<file path="src/rtl/arb8_pkg.sv">
// Shared constants and FSM state type for the 8-way round-robin arbiter.
package arb8_pkg;
    localparam int N_REQ        = 8;
    localparam int IDX_W        = 3;
    localparam int HOLD_MAX_DEF = 16;

    typedef enum logic {
        ST_IDLE  = 1'b0,
        ST_GRANT = 1'b1
    } arb_state_e;
endpackage : arb8_pkg

</file>
<file path="src/rtl/rr_arb8_if.sv">
// Request/grant bundle between requesters (master) and the arbiter (slave).
interface rr_arb8_if;
    import arb8_pkg::*;

    logic [N_REQ-1:0] req;
    logic [N_REQ-1:0] gnt;
    logic [IDX_W-1:0] gnt_idx;
    logic             gnt_valid;
    logic             timeout;

    modport master (output req, input gnt, input gnt_idx, input gnt_valid, input timeout);
    modport slave  (input req, output gnt, output gnt_idx, output gnt_valid, output timeout);
endinterface : rr_arb8_if

</file>
<file path="src/rtl/rr_arb8_onehot_enc8.sv">
// Combinational 8-bit one-hot to 3-bit binary index encoder (all-zero in gives 0).
module onehot_enc8
    import arb8_pkg::*;
(
    input  logic [N_REQ-1:0] onehot,
    output logic [IDX_W-1:0] idx
);
    // OR together the indices of set bits; exact for one-hot or zero input.
    always_comb begin
        idx = 3'd0;
        for (int i = 0; i < N_REQ; i++) begin
            idx = idx | (onehot[i] ? 3'(i) : 3'd0);
        end
    end
endmodule : onehot_enc8

</file>
<file path="src/rtl/rr_arb8.sv">
// 8-way round-robin arbiter with one-cycle release bubble.
// Optional hold timeout and per-requester mask enabled by macro ARB8_TIMEOUT_EN.
module rr_arb8
    import arb8_pkg::*;
#(
    parameter int HOLD_MAX = HOLD_MAX_DEF
) (
    input  logic       clk,
    input  logic       rst,
    rr_arb8_if.slave   bus
);
    localparam logic [7:0] HOLD_MAX_W = 8'(HOLD_MAX);

    arb_state_e       state_r, state_nxt_s;
    logic [IDX_W-1:0] ptr_r, ptr_nxt_s;
    logic [N_REQ-1:0] gnt_r, gnt_nxt_s;
    logic             gnt_valid_r;
    logic             timeout_r, timeout_nxt_s;
    logic [IDX_W-1:0] gnt_idx_s;
    logic [N_REQ-1:0] eligible_s;
    logic [IDX_W-1:0] win_idx_s;
    logic [IDX_W-1:0] cand_s;
    logic             win_found_s;

`ifdef ARB8_TIMEOUT_EN
    logic [7:0]       hold_cnt_r, hold_cnt_nxt_s;
    logic [N_REQ-1:0] mask_r, mask_nxt_s;
    assign eligible_s = bus.req & ~mask_r;
`else
    logic unused_hold_s;
    assign unused_hold_s = ^HOLD_MAX_W;
    assign eligible_s    = bus.req;
`endif

    onehot_enc8 u_enc (
        .onehot (gnt_r),
        .idx    (gnt_idx_s)
    );

    // Winner search from ptr upward; scanning downward lets the nearest candidate win last.
    always_comb begin
        win_idx_s   = 3'd0;
        cand_s      = 3'd0;
        win_found_s = |eligible_s;
        for (int k = N_REQ - 1; k >= 0; k--) begin
            cand_s    = ptr_r + 3'(k);
            win_idx_s = eligible_s[cand_s] ? cand_s : win_idx_s;
        end
    end

    // Next-state, grant, pointer and (optionally) hold/mask logic.
    always_comb begin
        state_nxt_s   = state_r;
        ptr_nxt_s     = ptr_r;
        gnt_nxt_s     = gnt_r;
        timeout_nxt_s = 1'b0;
`ifdef ARB8_TIMEOUT_EN
        hold_cnt_nxt_s = hold_cnt_r;
        mask_nxt_s     = mask_r & bus.req;
`endif
        case (state_r)
            ST_IDLE: begin
                if (win_found_s) begin
                    gnt_nxt_s   = 8'd1 << win_idx_s;
                    state_nxt_s = ST_GRANT;
`ifdef ARB8_TIMEOUT_EN
                    hold_cnt_nxt_s = 8'd0;
`endif
                end else begin
                    gnt_nxt_s = 8'd0;
                end
            end
            ST_GRANT: begin
                if (!bus.req[gnt_idx_s]) begin
                    gnt_nxt_s   = 8'd0;
                    ptr_nxt_s   = gnt_idx_s + 3'd1;
                    state_nxt_s = ST_IDLE;
`ifdef ARB8_TIMEOUT_EN
                end else if (hold_cnt_r == (HOLD_MAX_W - 8'd1)) begin
                    gnt_nxt_s               = 8'd0;
                    ptr_nxt_s               = gnt_idx_s + 3'd1;
                    state_nxt_s             = ST_IDLE;
                    timeout_nxt_s           = 1'b1;
                    mask_nxt_s[gnt_idx_s]   = 1'b1;
                end else begin
                    hold_cnt_nxt_s = hold_cnt_r + 8'd1;
                end
`else
                end else begin
                    gnt_nxt_s = gnt_r;
                end
`endif
            end
            default: begin
                state_nxt_s = ST_IDLE;
                gnt_nxt_s   = 8'd0;
            end
        endcase
    end

    // State and output registers with synchronous reset.
    always_ff @(posedge clk) begin
        if (rst) begin
            state_r     <= ST_IDLE;
            ptr_r       <= 3'd0;
            gnt_r       <= 8'd0;
            gnt_valid_r <= 1'b0;
            timeout_r   <= 1'b0;
`ifdef ARB8_TIMEOUT_EN
            hold_cnt_r  <= 8'd0;
            mask_r      <= 8'd0;
`endif
        end else begin
            state_r     <= state_nxt_s;
            ptr_r       <= ptr_nxt_s;
            gnt_r       <= gnt_nxt_s;
            gnt_valid_r <= |gnt_nxt_s;
            timeout_r   <= timeout_nxt_s;
`ifdef ARB8_TIMEOUT_EN
            hold_cnt_r  <= hold_cnt_nxt_s;
            mask_r      <= mask_nxt_s;
`endif
        end
    end

    assign bus.gnt       = gnt_r;
    assign bus.gnt_idx   = gnt_idx_s;
    assign bus.gnt_valid = gnt_valid_r;
`ifdef ARB8_TIMEOUT_EN
    assign bus.timeout   = timeout_r;
`else
    assign bus.timeout   = 1'b0;
`endif

endmodule : rr_arb8

</file>
<file path="src/flat_wrapper.sv">
// flat-port wrapper written by rule: the top's interface ports become plain ports
module rr_arb8_flat import arb8_pkg::*;
#(
    parameter int HOLD_MAX = HOLD_MAX_DEF
)
  (clk, rst, bus_req, bus_gnt, bus_gnt_idx, bus_gnt_valid, bus_timeout);
  rr_arb8_if bus_i ();
  input  logic clk;
  input  logic rst;
  input wire logic [$bits(bus_i.req)-1:0] bus_req;
  output wire logic [$bits(bus_i.gnt)-1:0] bus_gnt;
  output wire logic [$bits(bus_i.gnt_idx)-1:0] bus_gnt_idx;
  output wire logic [$bits(bus_i.gnt_valid)-1:0] bus_gnt_valid;
  output wire logic [$bits(bus_i.timeout)-1:0] bus_timeout;
  assign bus_i.req = bus_req;
  assign bus_gnt = bus_i.gnt;
  assign bus_gnt_idx = bus_i.gnt_idx;
  assign bus_gnt_valid = bus_i.gnt_valid;
  assign bus_timeout = bus_i.timeout;
  rr_arb8 #(.HOLD_MAX(HOLD_MAX)) u_core (.clk(clk), .rst(rst), .bus(bus_i));
endmodule
</file>
<file path="config.mk">
export PLATFORM = sky130hd
export DESIGN_NAME = rr_arb8_flat
export DESIGN_NICKNAME = d
export VERILOG_FILES = /design/src/rtl/arb8_pkg.sv /design/src/rtl/rr_arb8_if.sv /design/src/rtl/rr_arb8_onehot_enc8.sv /design/src/rtl/rr_arb8.sv /design/src/flat_wrapper.sv
export SDC_FILE = /design/constraint.sdc
export NUM_CORES = 1
export LEC_CHECK = 0
export BUFFER_PORTS_ARGS = -buffer_cell sky130_fd_sc_hd__buf_2
export CAP_MARGIN = 20
export CORE_AREA = 5 5 63 65
export CTS_CLUSTER_SIZE = 14
export DETAILED_ROUTE_END_ITERATION = 16
export DIE_AREA = 0 0 68 70
export PLACE_DENSITY = 0.75
export SYNTH_ARGS = -nofsm -noshare
export SYNTH_HDL_FRONTEND = slang
export SYNTH_SLANG_ARGS = --single-unit
</file>
<file path="constraint.sdc">
create_clock -name clk -period 7 [get_ports clk]
set_clock_uncertainty 0.05 [all_clocks]
set_input_delay 0.35 -clock clk [delete_from_list [all_inputs] [get_ports clk]]
set_output_delay 0.35 -clock clk [all_outputs]
set_load 0.005 [all_outputs]
</file>
# Word level (Yosys, flattened, before mapping)
# Index checks and enable logic that the tools add are counted.
word_totals:
  ff_bits: 13
op_classes:
  addsub: 8
  n_lt_le_gt_ge: 9
  shifts: 1
  muxes: 39
  bitwise: 8
  reduce_logical: 3
op_table:
  columns: ["cell", "n"]
  rows:
  - ["< comparator 3 x 4 -> 1 bit (second input constant)", 9]
  - ["2-to-1 mux 3 bit", 12]
  - ["binary-select mux 1 bit (select 3 bit)", 9]
  - ["2-to-1 mux 8 bit", 2]
  - ["one-hot mux 8 bit (2 select lines)", 1]
  - ["OR reduction 8 bit", 2]
  - ["adder 3 bit (second input constant)", 4]
  - ["2-to-1 mux 1 bit", 12]
  - ["bitwise OR 3 bit", 3]
  - ["<< shifter 1 x 3 -> 8 bit (first input constant)", 1]
  - ["adder 3 x 1 -> 3 bit (second input constant)", 2]
  - ["adder 3 x 2 -> 3 bit (second input constant)", 2]
  - ["2-to-1 mux 2 bit", 2]
  - ["bitwise OR 2 x 3 -> 3 bit", 1]
  - ["NOT 1 bit", 2]
  - ["bitwise OR 1 x 2 -> 2 bit", 1]
  - ["bitwise OR 2 bit", 1]
  - ["one-hot mux 1 bit (2 select lines)", 1]
  - ["AND reduction 2 bit", 1]

# Longest topological paths before layout
depth:
  depth_word: 15
  depth_mapped: 12

# Hierarchy
# From an unflattened synthesis, not the netlist that was laid out.
unflattened:
  cells_unflattened: 164
  hier_area_um2: 1649.1
by_module_without_submodules:
  columns: ["module", "n_inst", "cells_per_inst", "area_per_inst_um2", "seq_area_each_um2"]
  rows:
  - ["rr_arb8", 1, 161, 1626.6, 260.2]
  - ["onehot_enc8", 1, 3, 22.5, 0.0]

# Worst setup path before layout
# No wires, ideal clock.
synth_path:
  kind: "register -> register"
  startpoint: "register u_core.ptr_r[1]"
  endpoint: "register u_core.gnt_r[7] (netlist: u_core.bus.gnt[7])"
  setup_time_ps: 117
  arrival_time_ps: 2902
  setup_slack_ps: 3931
  stages_incl_launch_ff: 13
  path_buffers: 3
  cell_sequence: "dfxtp_1 -> buf_6 -> buf_2 -> clkinv_1 -> ha_1 -> buf_2 -> mux4_1 -> a221oi_1 -> nor2_1 -> a211o_1 -> o22ai_2 -> inv_1 -> a32o_2"
synth_via:
  elab_chain_len: 14
  elab_cells_between_ends: 34
  classes_between: "add/sub: 7; shift: 1; mux: 26"
synth_lines:
  columns: ["element", "line_no", "text"]
  rows:
  - ["start, declared", "rr_arb8.sv:15", "logic [IDX_W-1:0] ptr_r, ptr_nxt_s;"]
  - ["start signal, assigned", "rr_arb8.sv:115", "ptr_r <= ptr_nxt_s;"]
  - ["adder 3 bit", "rr_arb8.sv:46", "cand_s = ptr_r + 3'(k);"]
  - ["binary-select mux 1 bit (select 3 bit)", "rr_arb8.sv:47", "win_idx_s = eligible_s[cand_s] ? cand_s : win_idx_s;"]
  - ["2-to-1 mux 1 bit (not written as such)", "rr_arb8.sv:47", null]
  - ["2-to-1 mux 3 bit (7 in series)", "rr_arb8.sv:47", null]
  - ["2-to-1 mux 3 bit (*)", "rr_arb8.sv:47", null]
  - ["<< shifter 1 x 3 -> 8 bit (*)", "rr_arb8.sv:64", "gnt_nxt_s = 8'd1 << win_idx_s;"]
  - ["2-to-1 mux 8 bit (*)", "rr_arb8.sv:63", "if (win_found_s) begin"]
  - ["one-hot mux 8 bit (2 select lines) (*)", "rr_arb8.sv:61", "case (state_r)"]
  - ["end signal, assigned", "rr_arb8.sv:116", "gnt_r <= gnt_nxt_s;"]
  - ["end, declared", "rr_arb8.sv:16", "logic [N_REQ-1:0] gnt_r, gnt_nxt_s;"]
# Every way passes the cells marked *; elsewhere a longest branch is shown, timed or not. The select of a mux whose other input is x is not followed.
# A chain may end at the register's enable or synchronous reset.

# Worst setup path in the final report
layout_path:
  startpoint: "register u_core.ptr_r[1]"
  endpoint: "register u_core.gnt_r[6] (netlist: u_core.bus.gnt[6])"
# Same word-level chain as after synthesis.

==> flow_summary.yaml <==
clocking:
  tritoncts: "yes"
  clk_pin_slew_ns: 0.08
  cts_buffer_depth: 2
  cts-root-buf: "clkbuf_4"
  worst_skew_pair.late_latency_ns: 0.28
  htreeDepth: 1
  ctsResizeCount: 0
  holdBufCountCts: 0
  post_cts_buffers: 0
  cts_buffers: 3
  cts_num_sinks: 13
worst_hold_path:
  worstHoldStart: "rst"
  holdPathStages: 2
  min_path_type: "input port to register"
timing:
  worst_slew_pin_slew_ns: 0.946
  slew_headroom: 0.369
  rsz0062_at_grt: "no"
  report.final.setup_viol: 0
  min_period_ns: 4.05
  timing.final.ws_setup_ns: 2.95
  slew_viol_final: 0
  hold_viol: 0
  period_share: 0.578
  setup_tns_ns: 0
  fmax_mhz: 247
yosys:
  synth_common_cells: "15 x mux2i_1, 14 x nand2_1, 13 x dfxtp_1"
  synth_largest_type_area_fraction: 0.147
  syn_nets: 206
  async_flop_share: 0
  syn_area_sq_um: 1770
  synth.area.top_cells: "dfxtp_1 15%, mux4_1 13%, mux2i_1 8.5%"
  synth_top_cell_by_area: "dfxtp_1"
  avgSynthCellArea_sq_um: 9.19
  synth-edff-count: 0
  ys_ff_latch: 13
  syn_inst: 193
  synth_ff_type: "dfxtp_1"
  ys_types: 60
  synth_most_common_cell: "mux2i_1"
  yosys_warnings: 0
  ys_seq_area_frac: 0.147
setup_path:
  r2r_end: "u_core.bus.gnt[6]"
  critPathLaunchType: "register"
  required_ns: 7.17
  end_kind: "register"
  cp-startpoint: "u_core.ptr_r[1]"
  crit_type: "register to register"
  cp_slowest_cell: "dfxtp_1"
  path_delay_family: "flip-flops"
  regToRegSetupSlack_ns: 2.95
  cp_num_buf_inv: 1
  path_depth: 9
  reg2reg_from: "u_core.ptr_r[1]"
  cp_cell_sequence: "clkinv_1 > ha_1 > mux4_2 > mux2i_4 > nand2_2 > or4b_1 > and3_4 > a21oi_4 > a32o_2"
  ff2ff_path_depth: 9
  critPathMaxFanout: 22
  worstPathArrival_ns: 4.22
  max_stage_delay_ns: 0.89
  crit_end: "u_core.bus.gnt[6]"
layout:
  num_antenna_cells: 0
  fill_cells: 308
  fin_util: 0.570
  syn_to_final_growth_pct: 5.50
  multi_input_area_sq_um: 1390
  seqCellArea_sq_um: 260
  design_area_sq_um: 1870
  nets: 214
  drive_above_1_share: 0.260
floorplan:
  num_rows: 21
  die_area_sq_um: 4760
  die_w_microns: 68
  coreArea_sq_um: 3280
  die_h_microns: 70
  start_util: 0.540
  io_pins: 23
status:
  outcome: "completed"
placed_design:
  port_buffers: 21
  pre_cts_ws_ns: 2.99
  hpwlAfterDp_microns: 3390
  dpl_cell_area_sq_um: 1850
  gp_congestion: 0.860
global_routing:
  antenna_found_initial: 0
  grt_pass1_vias: 1631
  overflow: 0
  grt_max_degree: 26
  grt_pass1_wl_microns: 7910
  grtUsageTotal: 0.209
routing:
  vias_per_cell: 6.69
  routed_wl_microns: 4510
  drc_errors: 0
  ant_nets: 0
  firstDrtPassIters: 4
  routedWlPerCell_microns: 18.3
  vias: 1646
  first_iter_violations: 94
power_and_ir_drop:
  irDropWorstVdd_mv: 0.203
  power_density_nw_per_um2: 415
  leakagePower_nw: 0.759
flow_run:
  maxCapViolCount: 0
[layer usage]
metal | vias up | global-route usage | wire (microns)
met2 | 52 | 0.339 | 2290
li1 | 781 | - | -
met3 | 8 | 0.0385 | 229
met4 | 0 | 0.0508 | 80
met1 | 805 | 0.282 | 1910
met5 | - | 0 | 0
[per-stage QoR]
stage	total power (W)	hold slack (ns)	instances
final	0.000777	0.313	246
after global routing	0.000847	0.336	246
after CTS	0.000771	0.310	246
after detailed placement	0.000724	0.430	242
after global placement	0.000696	0.425	242
after floorplan	0.000612	0.408	193
[logic make-up after synthesis]
| kind of cell | Yosys count | share of synthesized area |
|---|---|---|
| multiplexers | 37 | 0.340 |
| flip-flops | 13 | 0.147 |
| AO/OA/AOI/OAI | 55 | 0.240 |
| buffers and inverters | 28 | 0.0726 |
| other | 1 | 0.00211 |
| AND/OR/NAND/NOR | 53 | 0.159 |
| XOR/XNOR | 3 | 0.0190 |
| adder cells (fa/ha/maj) | 3 | 0.0212 |
[flip-flops by register name, indices dropped and copies added, names as in the netlist]
| register | cells |
|---|---|
| u_core.state_r | 1 |
| u_core.bus.gnt | 8 |
| u_core.bus.gnt_valid | 1 |
| u_core.ptr_r | 3 |
[how the worst min path moves through the flow]
stage,to,slack (ns)
2_1_floorplan,u_core.bus.gnt[4],0.41
3_3_place_gp,u_core.bus.gnt[4],0.42
3_5_place_dp,u_core.bus.gnt[0],0.43
4_1_cts,u_core.ptr_r[2],0.31
5_1_grt,u_core.ptr_r[1],0.34
6_report,u_core.ptr_r[2],0.31
[layout make-up]
| cell class | count | share of cell area |
|---|---|---|
| Clock buffer | 4 | 0.0140 |
| Inverter | 10 | 0.0201 |
| Multi-Input combinational cell | 152 | 0.740 |
| Sequential cell | 13 | 0.139 |
| Tap cell | 46 | 0.0307 |
| Timing Repair Buffer | 21 | 0.0561 |
[layout by cell type (no fill, tap or decap), types with 2 or more instances in the layout]
cell type  instances
buf_2             21
mux2i_1           15
nand2_1           14
dfxtp_1           13
nor2_1            10
inv_1              9
mux4_1             9
a21oi_1            8
nor4_1             6
mux2_2             6
mux4_2             5
nand2b_1           5
o21ai_0            5
a211oi_1           5
nand3_1            4
a221oi_1           4
a31oi_1            4
a32o_2             4
a31o_2             3
o31ai_1            3
or2_2              3
ha_1               3
clkbuf_4           3
o221ai_1           2
o22ai_1            2
o211ai_1           2
[report_power, final]
group           total, W  switching (W)  internal, W  leakage [nW]
Sequential      0.000145      0.0000521    0.0000926         0.106
Clock          0.0000476      0.0000255    0.0000221        0.0150
Combinational   0.000584       0.000309     0.000275         0.638
Total           0.000777       0.000387     0.000390         0.759
Power figures use the tool's default switching activity.
